## config.mk

```make
export PLATFORM = sky130hd
export DESIGN_NAME = sockit_spi_ser_sync
export DESIGN_NICKNAME = d
export VERILOG_FILES = /design/src/rtl/sockit_spi_pkg.sv /design/src/rtl/sockit_spi_ser_clkgen.sv /design/src/rtl/sockit_spi_ser_sync.sv
export SDC_FILE = /design/constraint.sdc
export NUM_CORES = 1
export LEC_CHECK = 0
export ABC_AREA = 1
export CORE_MARGIN = 4
export CORE_UTILIZATION = 52
export CTS_BUF_LIST = sky130_fd_sc_hd__clkbuf_8
export DETAILED_ROUTE_END_ITERATION = 8
export PLACE_DENSITY = 0.81
export SLEW_MARGIN = 30
export SYNTH_ARGS = -nofsm -noshare
export SYNTH_HDL_FRONTEND = slang
export SYNTH_SLANG_ARGS = --single-unit
```

## constraint.sdc

```tcl
create_clock -name clk -period 4.2 [get_ports clk]
set_input_delay 1.26 -clock clk [delete_from_list [all_inputs] [get_ports clk]]
set_output_delay 1.26 -clock clk [all_outputs]
set_load 0.02 [all_outputs]
```

## src/rtl/sockit_spi_pkg.sv

```systemverilog
// rtl/sockit_spi_pkg.sv - shared types and helpers for the sockit SPI serializer
package sockit_spi_pkg;

    localparam int SER_SDL = 3;

    typedef enum logic [2:0] {
        IOM_3W   = 3'd0,
        IOM_SGL  = 3'd1,
        IOM_DUAL = 3'd2,
        IOM_QUAD = 3'd3,
        IOM_OCT  = 3'd4
    } iom_t;

    typedef struct packed {
        logic [SER_SDL-1:0] cnt;
        iom_t               iom;
        logic               doe;
        logic               die;
        logic               cke;
        logic               sso;
        logic               lst;
    } ser_cmd_t;

    typedef enum logic [1:0] {
        IDLE  = 2'd0,
        LOAD  = 2'd1,
        SHIFT = 2'd2,
        DONE  = 2'd3
    } ser_state_t;

    // Lanes carrying data for a given mode; octal falls back to quad on narrow pads.
    function automatic logic [7:0] lane_mask(iom_t iom, int iow);
        case (iom)
            IOM_DUAL: return 8'h03;
            IOM_QUAD: return 8'h0F;
            IOM_OCT:  return (iow == 8) ? 8'hFF : 8'h0F;
            default:  return 8'h01;
        endcase
    endfunction

endpackage

```

## src/rtl/sockit_spi_ser_clkgen.sv

```systemverilog
// rtl/sockit_spi_ser_clkgen.sv - SCLK divider with leading/trailing edge strobes
module sockit_spi_ser_clkgen #(
    parameter int DVW = 8
) (
    input  logic           clk,
    input  logic           rst,
    input  logic           en,
    input  logic           cke,
    input  logic [DVW-1:0] div,
    output logic           sclk_q,
    output logic           lead_stb,
    output logic           trail_stb,
    output logic           period_end
);

    logic [DVW-1:0] div_cnt;
    logic           half_q;
    logic           half_end;

    assign half_end   = en && (div_cnt == div);
    assign lead_stb   = half_end && !half_q;
    assign trail_stb  = half_end && half_q;
    assign period_end = trail_stb;

    // Strobes keep running with cke=0 so dummy periods are still counted.
    always_ff @(posedge clk) begin
        if (rst || !en) begin
            div_cnt <= '0;
            half_q  <= 1'b0;
            sclk_q  <= 1'b0;
        end else if (half_end) begin
            div_cnt <= '0;
            half_q  <= ~half_q;
            sclk_q  <= cke & ~half_q;
        end else begin
            div_cnt <= div_cnt + 1'b1;
        end
    end

endmodule

```

## src/rtl/sockit_spi_ser_sync.sv

```systemverilog
// rtl/sockit_spi_ser_sync.sv - single-clock multi-lane SPI master serializer
module sockit_spi_ser_sync
    import sockit_spi_pkg::*;
#(
    parameter int SSW = 8,
    parameter int SDW = 8,
    parameter int SDL = $clog2(SDW),
    parameter int IOW = 8,
    parameter int DVW = 8,
    parameter int QDW = IOW*SDW
) (
    input  logic           clk,
    input  logic           rst,
    input  logic           cfg_pol,
    input  logic           cfg_pha,
    input  logic           cfg_lsb,
    input  logic [DVW-1:0] cfg_div,
    input  logic [SSW-1:0] cfg_sss,
    input  logic           cfg_coe,
    input  logic           cfg_soe,
    input  logic           quc_vld,
    output logic           quc_rdy,
    input  ser_cmd_t       quc_dat,
    input  logic           quo_vld,
    output logic           quo_rdy,
    input  logic [QDW-1:0] quo_dat,
    output logic           qui_vld,
    input  logic           qui_rdy,
    output logic [QDW-1:0] qui_dat,
    output logic           spi_sclk_o,
    output logic           spi_sclk_e,
    input  logic [IOW-1:0] spi_sio_i,
    output logic [IOW-1:0] spi_sio_o,
    output logic [IOW-1:0] spi_sio_e,
    output logic [SSW-1:0] spi_ss_o,
    output logic [SSW-1:0] spi_ss_e
);

    ser_state_t state_q, state_d;

    logic [SDL-1:0] cnt_q, bit_cnt_q;
    iom_t           iom_q;
    logic           doe_q, die_q, cke_q, lst_q;
    logic           pol_q, pha_q, lsb_q;
    logic [DVW-1:0] div_q;
    logic [SSW-1:0] sso_q;
    logic           run_q;
    logic [IOW-1:0] sio_e_q;
    logic [IOW-1:0][SDW-1:0] sdo_q, sdi_q, load_dat;

    logic           sclk_q, lead_stb, trail_stb, period_end;
    logic           sample, launch;
    logic [7:0]     mask8;
    logic [IOW-1:0] lane_en, in_bit, msb;

    sockit_spi_ser_clkgen #(.DVW(DVW)) u_clkgen (
        .clk        (clk),
        .rst        (rst),
        .en         (state_q == SHIFT),
        .cke        (cke_q),
        .div        (div_q),
        .sclk_q     (sclk_q),
        .lead_stb   (lead_stb),
        .trail_stb  (trail_stb),
        .period_end (period_end)
    );

    assign mask8   = lane_mask(iom_q, IOW);
    assign lane_en = mask8[IOW-1:0];

    // With pha=1 the first bit is preloaded, so the first leading edge does not shift.
    assign sample = pha_q ? trail_stb : lead_stb;
    assign launch = pha_q ? (lead_stb && bit_cnt_q != '0) : trail_stb;

    assign quc_rdy    = (state_q == IDLE) && run_q;
    assign quo_rdy    = (state_q == LOAD);
    assign qui_vld    = (state_q == DONE) && die_q;
    assign spi_sclk_o = ((state_q == IDLE) ? cfg_pol : pol_q) ^ sclk_q;
    assign spi_sclk_e = cfg_coe;
    assign spi_ss_o   = sso_q;
    assign spi_ss_e   = {SSW{cfg_soe}};
    assign spi_sio_e  = sio_e_q;
    assign spi_sio_o  = msb & sio_e_q;

    always_comb begin
        in_bit = spi_sio_i;
        if (iom_q == IOM_SGL) in_bit[0] = spi_sio_i[1];
        msb      = '0;
        qui_dat  = '0;
        load_dat = '0;
        for (int k = 0; k < IOW; k++) begin
            msb[k] = sdo_q[k][SDW-1];
            for (int j = 0; j < SDW; j++) begin
                qui_dat[k*SDW+j] = lane_en[k] & (lsb_q ? sdi_q[k][SDW-1-j] : sdi_q[k][j]);
                load_dat[k][j]   = lsb_q ? quo_dat[k*SDW+SDW-1-j] : quo_dat[k*SDW+j];
            end
        end
    end

    // DONE is entered after the trailing half of the last period so SCLK ends idle.
    always_comb begin
        state_d = state_q;
        case (state_q)
            IDLE:  if (quc_vld && quc_rdy) state_d = quc_dat.doe ? LOAD : SHIFT;
            LOAD:  if (quo_vld) state_d = SHIFT;
            SHIFT: if (period_end && bit_cnt_q == cnt_q) state_d = DONE;
            DONE:  if (!die_q || qui_rdy) state_d = IDLE;
            default: state_d = IDLE;
        endcase
    end

    always_ff @(posedge clk) begin
        if (rst) begin
            state_q   <= IDLE;
            run_q     <= 1'b0;
            cnt_q     <= '0;
            bit_cnt_q <= '0;
            iom_q     <= IOM_3W;
            doe_q     <= 1'b0;
            die_q     <= 1'b0;
            cke_q     <= 1'b0;
            lst_q     <= 1'b0;
            pol_q     <= 1'b0;
            pha_q     <= 1'b0;
            lsb_q     <= 1'b0;
            div_q     <= '0;
            sso_q     <= '0;
            sio_e_q   <= '0;
            sdo_q     <= '0;
            sdi_q     <= '0;
        end else begin
            state_q <= state_d;
            run_q   <= 1'b1;
            case (state_q)
                IDLE: begin
                    sio_e_q <= '0;
                    if (quc_vld && quc_rdy) begin
                        cnt_q     <= quc_dat.cnt;
                        iom_q     <= quc_dat.iom;
                        doe_q     <= quc_dat.doe;
                        die_q     <= quc_dat.die;
                        cke_q     <= quc_dat.cke;
                        lst_q     <= quc_dat.lst;
                        pol_q     <= cfg_pol;
                        pha_q     <= cfg_pha;
                        lsb_q     <= cfg_lsb;
                        div_q     <= cfg_div;
                        sso_q     <= {SSW{quc_dat.sso}} & cfg_sss;
                        bit_cnt_q <= '0;
                        sdo_q     <= '0;
                        sdi_q     <= '0;
                    end
                end
                LOAD: begin
                    if (quo_vld) begin
                        sdo_q   <= load_dat;
                        sio_e_q <= lane_en & {IOW{doe_q}};
                    end
                end
                SHIFT: begin
                    for (int k = 0; k < IOW; k++) begin
                        if (launch) sdo_q[k] <= {sdo_q[k][SDW-2:0], 1'b0};
                        if (sample && die_q) sdi_q[k] <= {sdi_q[k][SDW-2:0], in_bit[k]};
                    end
                    if (period_end) bit_cnt_q <= bit_cnt_q + 1'b1;
                    if (state_d == DONE) sio_e_q <= '0;
                end
                DONE: begin
                    if ((!die_q || qui_rdy) && lst_q) sso_q <= '0;
                end
                default: ;
            endcase
        end
    end

endmodule

```

==> flow_summary.json <==
{
  "yosys_warnings": 0,
  "synth_area_sq_mm": 0.00981,
  "cts_tree": "yes",
  "gp_congestion": 0.877,
  "register_area_sq_mm": 0.00355,
  "arrival_ps": 2670,
  "numCtsBuffers": 17,
  "die_h_microns": 145,
  "fin_cells": 1936,
  "synthesis.nets": 1703,
  "grt_pass1_wl_mm": 46.0,
  "layout_common_cells": "nand2_1 (461), a21oi_1 (209), clkdlybuf4s50_1 (197), nor2_1 (176), dfxtp_1 (176)",
  "wl_per_cell_microns": 14.3,
  "synth.mux.area_fraction_pct": 0,
  "powerDensity_mw_per_mm2": 398,
  "critPathKind": "input pin to primary output",
  "avgSynthCellArea_sq_um": 6.18,
  "synth_top_family_by_area": "simple AND/OR/NAND/NOR gates",
  "fin_setup_tns_ps": 0,
  "area_growth_pct": 23.6,
  "ys_seq_elements": 177,
  "numClockSinks": 177,
  "ff2ff_path_depth": 11,
  "hold_violations": 0,
  "cpMostUsedCell": "clkdlybuf4s50_1",
  "worst_r2r_startpoint": "state_q[1]",
  "synth_fa_ha_area_share_pct": 1.02,
  "endpoint_kind": "primary output",
  "cp-start-kind": "input pin",
  "whs_path_depth": 2,
  "hpwl_mm": 17.4,
  "yosys.area_share.xor_xnor_pct": 0.714,
  "num_io_pins": 210,
  "max_slew_margin_pct": 43.1,
  "grtUsageTotal_pct": 25.3,
  "ir_worst_vdd_mv": 0.259,
  "antenna_found_initial": 0,
  "hold_class": "register to register",
  "drc": 0,
  "regToRegSetupSlack_ps": 970,
  "grt_max_degree": 79,
  "grt_pass1_vias": 9453,
  "multiInputGateArea_sq_mm": 0.00516,
  "leakagePower_nw": 4.63,
  "clkLatencyLatePin_ps": 470,
  "clockBufferDepth": 2,
  "die_w_microns": 145,
  "vias": 10400,
  "fillCellCount": 1693,
  "netlist-cell-type-count": 28,
  "path_clk_slew_ps": 80,
  "slowest_delay_ps": 620,
  "postSynthCellCount": 1586,
  "fp.dieArea_sq_mm": 0.0211,
  "slowest_stage": "clkdlybuf4s50_1",
  "fin_nets": 1811,
  "cap_violations": 0,
  "cts_hold_buf": 0,
  "wl_mm": 27.7,
  "port_buffers": 198,
  "cp-startpoint": "cfg_pol",
  "skew_ps": 17.0,
  "utilization_pct": 66.3,
  "cp.required_ps": 2940,
  "setup_viol": 0,
  "fmax_mhz": 254,
  "final_layout_size_suffix_gt1_share_pct": 3.63,
  "n_antenna_cell": 0,
  "root_buffer": "clkbuf_8",
  "endpoint": "spi_sclk_o",
  "synth-compound-area-share_pct": 20.9,
  "placementRows": 49,
  "period_share_pct": 93.6,
  "start_util_pct": 53.7,
  "tightest_slew_ps": 854,
  "core_area_sq_mm": 0.0183,
  "htreeDepth": 4,
  "viasPerCell": 5.38,
  "first_iter_violations": 822,
  "status": "finished clean",
  "drv_slew": 0,
  "ys_seq_area_share_pct": 36.1,
  "detail-route-antenna-nets": 0,
  "post-route-min-period_ps": 3930,
  "grt-ovfl-total": 0,
  "rsz0062_at_grt": "no",
  "post-place-cells": 1904,
  "crit_chain": "clkdlybuf4s50_1 > nand2_1 > o21ai_0 > xor2_1 > clkdlybuf4s50_1",
  "final_common_cell": "nand2_1",
  "r2r-end": "bit_cnt_q[1]",
  "first_pass_iters": 5,
  "cp_max_fo": 2,
  "yosys.area_share.simple_pct": 29.7
}
==> power by group <==
part           switching, W  internal [W]  leakage [nW]
Clock              0.000662      0.000553         0.194
Sequential         0.000133       0.00185          1.44
Combinational       0.00109      0.000545          2.99
Total               0.00188       0.00294          4.63
==> layer usage <==
metal	global-route usage, %	share of wire [%]	vias up
li1	-	-	5283
met1	34.6	44	4743
met2	39.7	46	357
met3	7.04	8.2	28
met4	6.36	1.3	0
met5	0	0	-
==> sequential cells by signal, summed over array words and instances, names as in the netlist <==
| signal | count |
|---|---|
| cke_q | 1 |
| spi_sio_e | 4 |
| pha_q | 1 |
| lsb_q | 1 |
| state_q | 2 |
| run_q | 1 |
| div_q | 8 |
| iom_q | 3 |
| u_clkgen.sclk_q | 1 |
| pol_q | 1 |
| spi_ss_o | 8 |
| sdo_q | 56 |
| bit_cnt_q | 3 |
| doe_q | 1 |
| lst_q | 1 |
| cnt_q | 3 |
| die_q | 1 |
| msb | 8 |
| u_clkgen.half_q | 1 |
| u_clkgen.div_cnt | 8 |
| sdi_q | 64 |
==> metrics by stage <==
step           worst slack (ps)  cell area, sq um  power (W)  hold WS [ps]
6_report                    269             12100    0.00483           467
5_1_grt                     167             12100    0.00513           487
4_1_cts                     226             12100    0.00484           469
3_5_place_dp                271             11700    0.00363           455
3_3_place_gp                272             11700    0.00360           441
2_1_floorplan              1170              9810    0.00313           424
==> logic make-up after synthesis <==
kind of cell | after synthesis
XOR/XNOR | 8
flip-flops | 177
AO/OA/AOI/OAI | 375
adder cells (fa/ha/maj) | 8
AND/OR/NAND/NOR | 740
buffers and inverters | 278
==> how the worst min path moves through the flow <==
stage	to	slack (ps)	startpoint
floorplan	pol_q	420	pol_q
finish	msb[0]	470	msb[0]
CTS	spi_ss_o[5]	470	spi_ss_o[5]
global placement	pol_q	440	pol_q
detailed placement	spi_ss_o[5]	460	spi_ss_o[5]
global route	sdo_q[49]	490	sdo_q[49]
==> timing repair <==
action                                  in CTS  in global routing
endpoints found under the setup margin       0                  1
buffers inserted                             0                  0
resized for setup                            0                  1
==> area by class of cell <==
type,instances,area share [%]
Sequential cell,177,29.3
Multi-Input combinational cell,1131,42.6
Timing Repair Buffer,216,17.8
Clock buffer,18,2.04
Tap cell,229,2.36
Clock inverter,14,1.28
Inverter,151,4.72
==> cells in the mapped netlist <==
cell type,n,share of area (%)
a211oi_1,64,4.9
a21boi_0,1,0.077
a21oi_1,209,11
a31oi_1,1,0.064
and2_1,1,0.064
buf_1,10,0.38
buf_2,20,1.0
buf_4,18,1.4
clkbuf_1,78,3.0
clkbuf_2,1,0.051
clkinv_1,1,0.038
dfxtp_1,177,36
ha_1,8,1.0
inv_1,147,5.6
inv_2,3,0.11
nand2_1,464,18
nand3_1,91,4.6
nand4_1,1,0.064
nor2_1,176,6.7
nor2_2,1,0.064
nor3_1,5,0.26
nor3b_1,1,0.077
o211ai_1,2,0.15
o21ai_0,93,4.7
o21ai_1,3,0.15
o22ai_1,2,0.13
xnor2_1,4,0.36
xor2_1,4,0.36
==> worst max-delay path: cells and delay by family <==
kind	cells	cell delay [ps]
buffers and inverters	2	1090
AND/OR/NAND/NOR	1	50
AO/OA/AOI/OAI	1	100
XOR/XNOR	1	170
(Power assumes the default switching activity.)
